<file path="config.mk">
export PLATFORM = sky130hd
export DESIGN_NAME = m_rect_fill
export DESIGN_NICKNAME = d
export VERILOG_FILES = /design/src/rtl/m_rect_fill.sv
export SDC_FILE = /design/constraint.sdc
export NUM_CORES = 1
export LEC_CHECK = 0
export BUFFER_PORTS_ARGS = -buffer_cell sky130_fd_sc_hd__buf_2
export CAP_MARGIN = 5
export CORE_MARGIN = 2
export CORE_UTILIZATION = 54
export CTS_CLUSTER_DIAMETER = 60
export CTS_CLUSTER_SIZE = 30
export DETAILED_ROUTE_END_ITERATION = 10
export GPL_TIMING_DRIVEN = 0
export HOLD_SLACK_MARGIN = 0.03
export PLACE_DENSITY = 0.75
export RECOVER_POWER = 50
export SKIP_LAST_GASP = 1
export SYNTH_ARGS = -nofsm -noshare
export SYNTH_HDL_FRONTEND = slang
export SYNTH_SLANG_ARGS = --single-unit
</file>
<file path="constraint.sdc">
create_clock -name w_clk -period 3.1 [get_ports w_clk]
set_input_delay 0.155 -clock w_clk [delete_from_list [all_inputs] [get_ports w_clk]]
set_output_delay 0.155 -clock w_clk [all_outputs]
set_load 0.02 [all_outputs]
</file>
<file path="src/rtl/m_rect_fill.sv">
// m_rect_fill: queued rectangle fill engine feeding the 256x256x16 video memory.
// Commands land in a small FIFO, get clipped to the visible area, and are then
// written one pixel per clock in raster order as {y, x} addressed vmem writes.
module m_rect_fill #(
  parameter int unsigned FIFO_DEPTH = 4,
  parameter int unsigned SCREEN_W   = 240,
  parameter int unsigned SCREEN_H   = 240
) (
  input  logic        w_clk,
  input  logic        w_rst_n,
  input  logic        w_cmd_valid,
  output logic        w_cmd_ready,
  input  logic [7:0]  w_cmd_x0,
  input  logic [7:0]  w_cmd_y0,
  input  logic [7:0]  w_cmd_x1,
  input  logic [7:0]  w_cmd_y1,
  input  logic [15:0] w_cmd_color,
  output logic        w_we,
  output logic [15:0] w_wadr,
  output logic [15:0] w_wdata,
  output logic        w_busy,
  output logic        w_done
);

  localparam int unsigned AW       = (FIFO_DEPTH > 2) ? $clog2(FIFO_DEPTH) : 1;
  localparam logic [AW:0]   FULL_CNT = (AW + 1)'(FIFO_DEPTH);
  localparam logic [AW:0]   CNT_ONE  = (AW + 1)'(1);
  localparam logic [AW-1:0] PTR_ONE  = AW'(1);
  localparam logic [7:0]    XMAX     = 8'(SCREEN_W - 1);
  localparam logic [7:0]    YMAX     = 8'(SCREEN_H - 1);

  localparam logic [1:0] S_IDLE = 2'd0;
  localparam logic [1:0] S_LOAD = 2'd1;
  localparam logic [1:0] S_FILL = 2'd2;

  // FIFO entry layout: {x0, y0, x1, y1, color}
  logic [47:0]   fifo_mem [FIFO_DEPTH];
  logic [AW-1:0] wr_ptr;
  logic [AW-1:0] rd_ptr;
  logic [AW:0]   cnt;
  logic [AW:0]   cnt_nxt;
  logic          push;
  logic          pop;

  logic [1:0]  state;
  logic [47:0] cmd;
  logic [7:0]  x, y, x_start, xe, ye;
  logic [15:0] color;
  logic [7:0]  ld_xe, ld_ye;
  logic        ld_empty;

  assign push = w_cmd_valid & w_cmd_ready;
  assign pop  = (state == S_IDLE) && (cnt != '0);

  // FIFO occupancy after this edge
  always_comb begin
    cnt_nxt = cnt;
    case ({push, pop})
      2'b10:   cnt_nxt = cnt + CNT_ONE;
      2'b01:   cnt_nxt = cnt - CNT_ONE;
      default: cnt_nxt = cnt;
    endcase
  end

  // FIFO storage write
  always_ff @(posedge w_clk) begin
    if (push) fifo_mem[wr_ptr] <= {w_cmd_x0, w_cmd_y0, w_cmd_x1, w_cmd_y1, w_cmd_color};
  end

  // FIFO pointers, count, and the registered ready/busy flags
  always_ff @(posedge w_clk) begin
    if (!w_rst_n) begin
      wr_ptr      <= '0;
      rd_ptr      <= '0;
      cnt         <= '0;
      w_cmd_ready <= 1'b0;
      w_busy      <= 1'b0;
    end else begin
      cnt <= cnt_nxt;
      if (push) wr_ptr <= wr_ptr + PTR_ONE;
      if (pop)  rd_ptr <= rd_ptr + PTR_ONE;
      w_cmd_ready <= (cnt_nxt != FULL_CNT);
      // pop term keeps busy high across the IDLE->LOAD hand-off when the
      // last queued entry is being taken out
      w_busy      <= (cnt_nxt != '0) || (state != S_IDLE) || pop;
    end
  end

  // Clip the popped command to the visible area and flag empty rectangles
  always_comb begin
    ld_xe    = (cmd[31:24] > XMAX) ? XMAX : cmd[31:24];
    ld_ye    = (cmd[23:16] > YMAX) ? YMAX : cmd[23:16];
    ld_empty = (cmd[47:40] > ld_xe) || (cmd[39:32] > ld_ye) ||
               (cmd[47:40] > XMAX)  || (cmd[39:32] > YMAX);
  end

  // Control FSM and registered write-port outputs
  always_ff @(posedge w_clk) begin
    if (!w_rst_n) begin
      state   <= S_IDLE;
      w_we    <= 1'b0;
      w_wadr  <= '0;
      w_wdata <= '0;
      w_done  <= 1'b0;
    end else begin
      w_we   <= 1'b0;
      w_done <= 1'b0;
      case (state)
        S_IDLE: if (pop) state <= S_LOAD;
        S_LOAD: begin
          if (ld_empty) begin
            state  <= S_IDLE;
            w_done <= 1'b1;
          end else begin
            state <= S_FILL;
          end
        end
        S_FILL: begin
          w_we    <= 1'b1;
          w_wadr  <= {y, x};
          w_wdata <= color;
          if (x == xe && y == ye) begin
            state  <= S_IDLE;
            w_done <= 1'b1;
          end
        end
        default: state <= S_IDLE;
      endcase
    end
  end

  // Datapath: command latch, clipped bounds and raster position
  always_ff @(posedge w_clk) begin
    case (state)
      S_IDLE: if (pop) cmd <= fifo_mem[rd_ptr];
      S_LOAD: begin
        x       <= cmd[47:40];
        y       <= cmd[39:32];
        x_start <= cmd[47:40];
        xe      <= ld_xe;
        ye      <= ld_ye;
        color   <= cmd[15:0];
      end
      S_FILL: begin
        // compare before increment so 8-bit coordinates never wrap
        if (x == xe) begin
          x <= x_start;
          if (y != ye) y <= y + 8'd1;
        end else begin
          x <= x + 8'd1;
        end
      end
      default: ;
    endcase
  end

endmodule

</file>
==> metrics.md <==
| Metric | Value |
|---|---|
| Nets | 950 |
| CP Launch Point | state[0] |
| Sink Count | 341 |
| Total global routing overflow | 0 |
| Core Util, Final | 64.2% |
| Ratio of cells with drive above 1 in the final layout | 12.8% |
| Residual DRC count | 0 |
| Met2 global-route usage | between 30% and 40% |
| Met3 global-route usage | between 2 and 3% |
| Seq cells post-synth | between 300 and 400 |
| Final Max Slew Viols | 35 |
| Sequential share of the synthesized area | between 70% and 80% |
| H-tree depth | 1 |
| Number of cell rows | 56 |
| Placed Instances | 1117 |
| Post-route antenna net violation count | 0 |
| Hold Vio Cnt, Final | 0 |
| Slew @ Worst Pin | between 1500 and 2000 ps |
| Worst EP arrival | around 3200 ps |
| Routability congestion estimate | approximately 0.86 |
| Synth warn | 0 |
| Number of CTS-inserted buffers | 21 |
| Largest net degree at the start of global routing | 52 |
| Die W | ~160 um |
| Most used routing layer | met2 |
| Clock buffer depth | 3 |
| HP Class | reg -> reg |
| DRT Pass-1 Iters | 5 |
| CTS root buffer | clkbuf_16 |
| CP Launch Type | register |
| Final std cells w/o fill | 1205 |
| CP endpoint kind | register |
| Top-level I/O count | just under 90 |
| Cells after synthesis | 707 |
| Required time of the critical path | 3510 ps |
| DR iter-0 viols | 489 |
| Final cycle utilization of the critical path | about nine tenths |
| Peak Freq | between 300 and 400 MHz |
| Core area | around 0.024 mm^2 |
| Fill count | 1681 |
| Vias in the first global route | approximately 7.0k |
| Vias | between 6k and 7k |
| Synthesized area per cell | approximately 18 um^2 |
| Final wirelength | 23500 um |
| Failing checks | capacitance limit, slew limit |
| Leakage power | approximately 4.9 nW |
| Cell variety after synth | around 40 |
| Worst Skew | between 20 and 25 ps |
| Routed WL per cell | 19.5 um |
| Worst-path clk slew | about 100 ps |
| GRT Total Usage | roughly a fifth |
| Initial antenna violation count | 0 |
| PwrDens | about 860 mW/mm^2 |
| Met1 usage | 24.5% |
| Outcome | complete, but fails checks |
| Area occupied by multi-input gates | between 0.003 and 0.004 mm^2 |
| Setup CP Type | reg -> reg |
| Final HPWL DP | between 15000 and 20000 um |
| Sequential Area | just under 0.01 mm^2 |
| Endpoints failing setup | 0 |
| IO buf count | between 80 and 90 |
| DR vias/cell | between 5 and 6 |
| Synthesized area | approximately 0.013 mm^2 |
| First-pass GRT wire length | around 38000 um |
| Worst-path maximum fanout | 51 |
| Die height | roughly 160 um |
| Reg-to-reg startpoint | state[0] |
| Die Area | ~0.025 mm^2 |
| Max-cap violation count | 1 |
| Worst slew margin | -6.93% |
| Net Count, Synth | 785 |
| Area growth from synthesis to final layout | 16.2% |
| Worst hold slack | 422 ps |
| # diodes | 0 |
| Clk_lat worst skew | between 500 and 600 ps |
| Starting Density | a little under three fifths |
| RSZ-0062 raised after global routing | no |
| CTS tree | built |
| Worst VDD drop | between 0.4 and 0.5 mV |
| Worst hold start | cmd[7] |
| Fin crit period | around 2700 ps |
[cell families after synthesis]
family	count (synthesis)	share of synthesized area, %
flops	341	75.0
simple gates	126	5.29
mux	89	11.5
buf+inv	53	1.66
compound gates	38	1.71
xor+xnor	33	2.21
fa+ha+maj	27	2.65
[report_power, final]
part | internal (mW) | leakage, nW | switching (mW)
sequential | 6.23 | 3.08 | 0.508
clock | 1.48 | 0.371 | 1.69
combinational | 1.34 | 1.49 | 1.75
[flip-flops by register name (all words and copies together), names as in the netlist]
name / flops
w_wadr: 16
xe: 8
w_done: 1
x: 8
cmd: 48
w_busy: 1
color: 16
x_start: 8
w_wdata: 16
w_we: 1
fifo_mem: 192
cnt: 3
ye: 8
wr_ptr: 2
y: 8
rd_ptr: 2
w_cmd_ready: 1
state: 2
[final timing paths]
check,endpoint,slack [ps],depth (start not counted)
worst max-delay path,w_cmd_ready,360,10
worst min-delay path,color[7],420,0
worst min register to register,color[7],420,0
worst max register to register,w_cmd_ready,360,10
[cell usage after synthesis (all sizes together)]
master  instances  area (um^2)
nor4            4         25.0
mux4           48         1080
mux2i          34          340
o211ai          1         7.51
a41o            1         10.0
a22oi           1         7.51
nand4b          1         8.76
xor2           24          210
dfxtp          45          901
nor2           22         82.6
fa              1         20.0
buf            12         62.6
nand3          10         50.1
and3b           1         8.76
nand2b          4         25.0
and3            8         50.1
edfxtp        296         8890
nor2b          36          225
and2            8         50.1
a21boi          3         22.5
nand4           8         50.1
clkbuf         17         63.8
nand2          17         66.3
or3             1         6.26
ha             26          325
nor3            3         15.0
inv            24         90.1
a21oi          23          115
mux2            7         78.8
o21ai           6         33.8
nand3b          1         7.51
nor3b           2         20.0
xnor2           9         78.8
o32a            1         10.0
o21a            1         7.51
o32ai           1         8.76
[final cells by class]
type	count	area share, %
flip-flops and latches	341	64.6
multi-input cells	313	20.1
clock buffers	21	3.47
inverters	24	0.594
repair buffers	142	6.09
clock inverters	16	1.70
well taps	319	2.63
plain buffers	29	0.817
[cell usage in the layout, fill, tap and decap left out, types with 4 or more instances in the layout]
master / n
edfxtp_1: 296
clkbuf_1: 103
dlygate4sd3_1: 50
mux4_2: 48
dfxtp_1: 45
nor2b_1: 36
mux2i_1: 34
ha_1: 26
inv_1: 24
xor2_1: 24
a21oi_1: 23
nor2_1: 22
clkbuf_16: 21
nand2_1: 16
nand3_1: 10
xnor2_1: 9
buf_2: 9
nand4_1: 8
mux2_2: 7
and2_1: 6
and3_1: 5
o21ai_0: 5
nor4_1: 4
nand2b_1: 4
inv_12: 4
buf_12: 4
[metal layers]
metal | wire length, um | part of all wire (%)
met1 | 9940 | 42
met2 | 12200 | 52
met3 | 945 | 4.0
met4 | 475 | 2.0
met5 | 0 | 0
[through the flow]
step	setup slack [ps]	instance area (um^2)	setup TNS, ps	power [mW]
after floorplan	466	13100	0	8.92
after global placement	26.7	13900	0	9.72
after detailed placement	-114	14000	-192	9.95
after CTS	110	15300	0	13.1
after global routing	125	15200	0	13.7
final	360	15200	0	13.0
[critical path, cell delays in order (launching register included)]
cell and delay, ps:
dfxtp_1 350, inv_1 90, ha_1 220, and2_4 650, ha_1 320, inv_1 60, fa_1 380, xor2_1 150
nor2_1 110, xnor2_1 110, o21a_1 200
[what timing repair did]
action	4_1_cts	5_1_grt
buffers inserted	0	0
gates resized for setup	1	0
setup endpoints to repair	2	0
hold endpoints to repair	196	0
hold buffers	50	0
No activity file was read; power rests on OpenSTA's default activity.
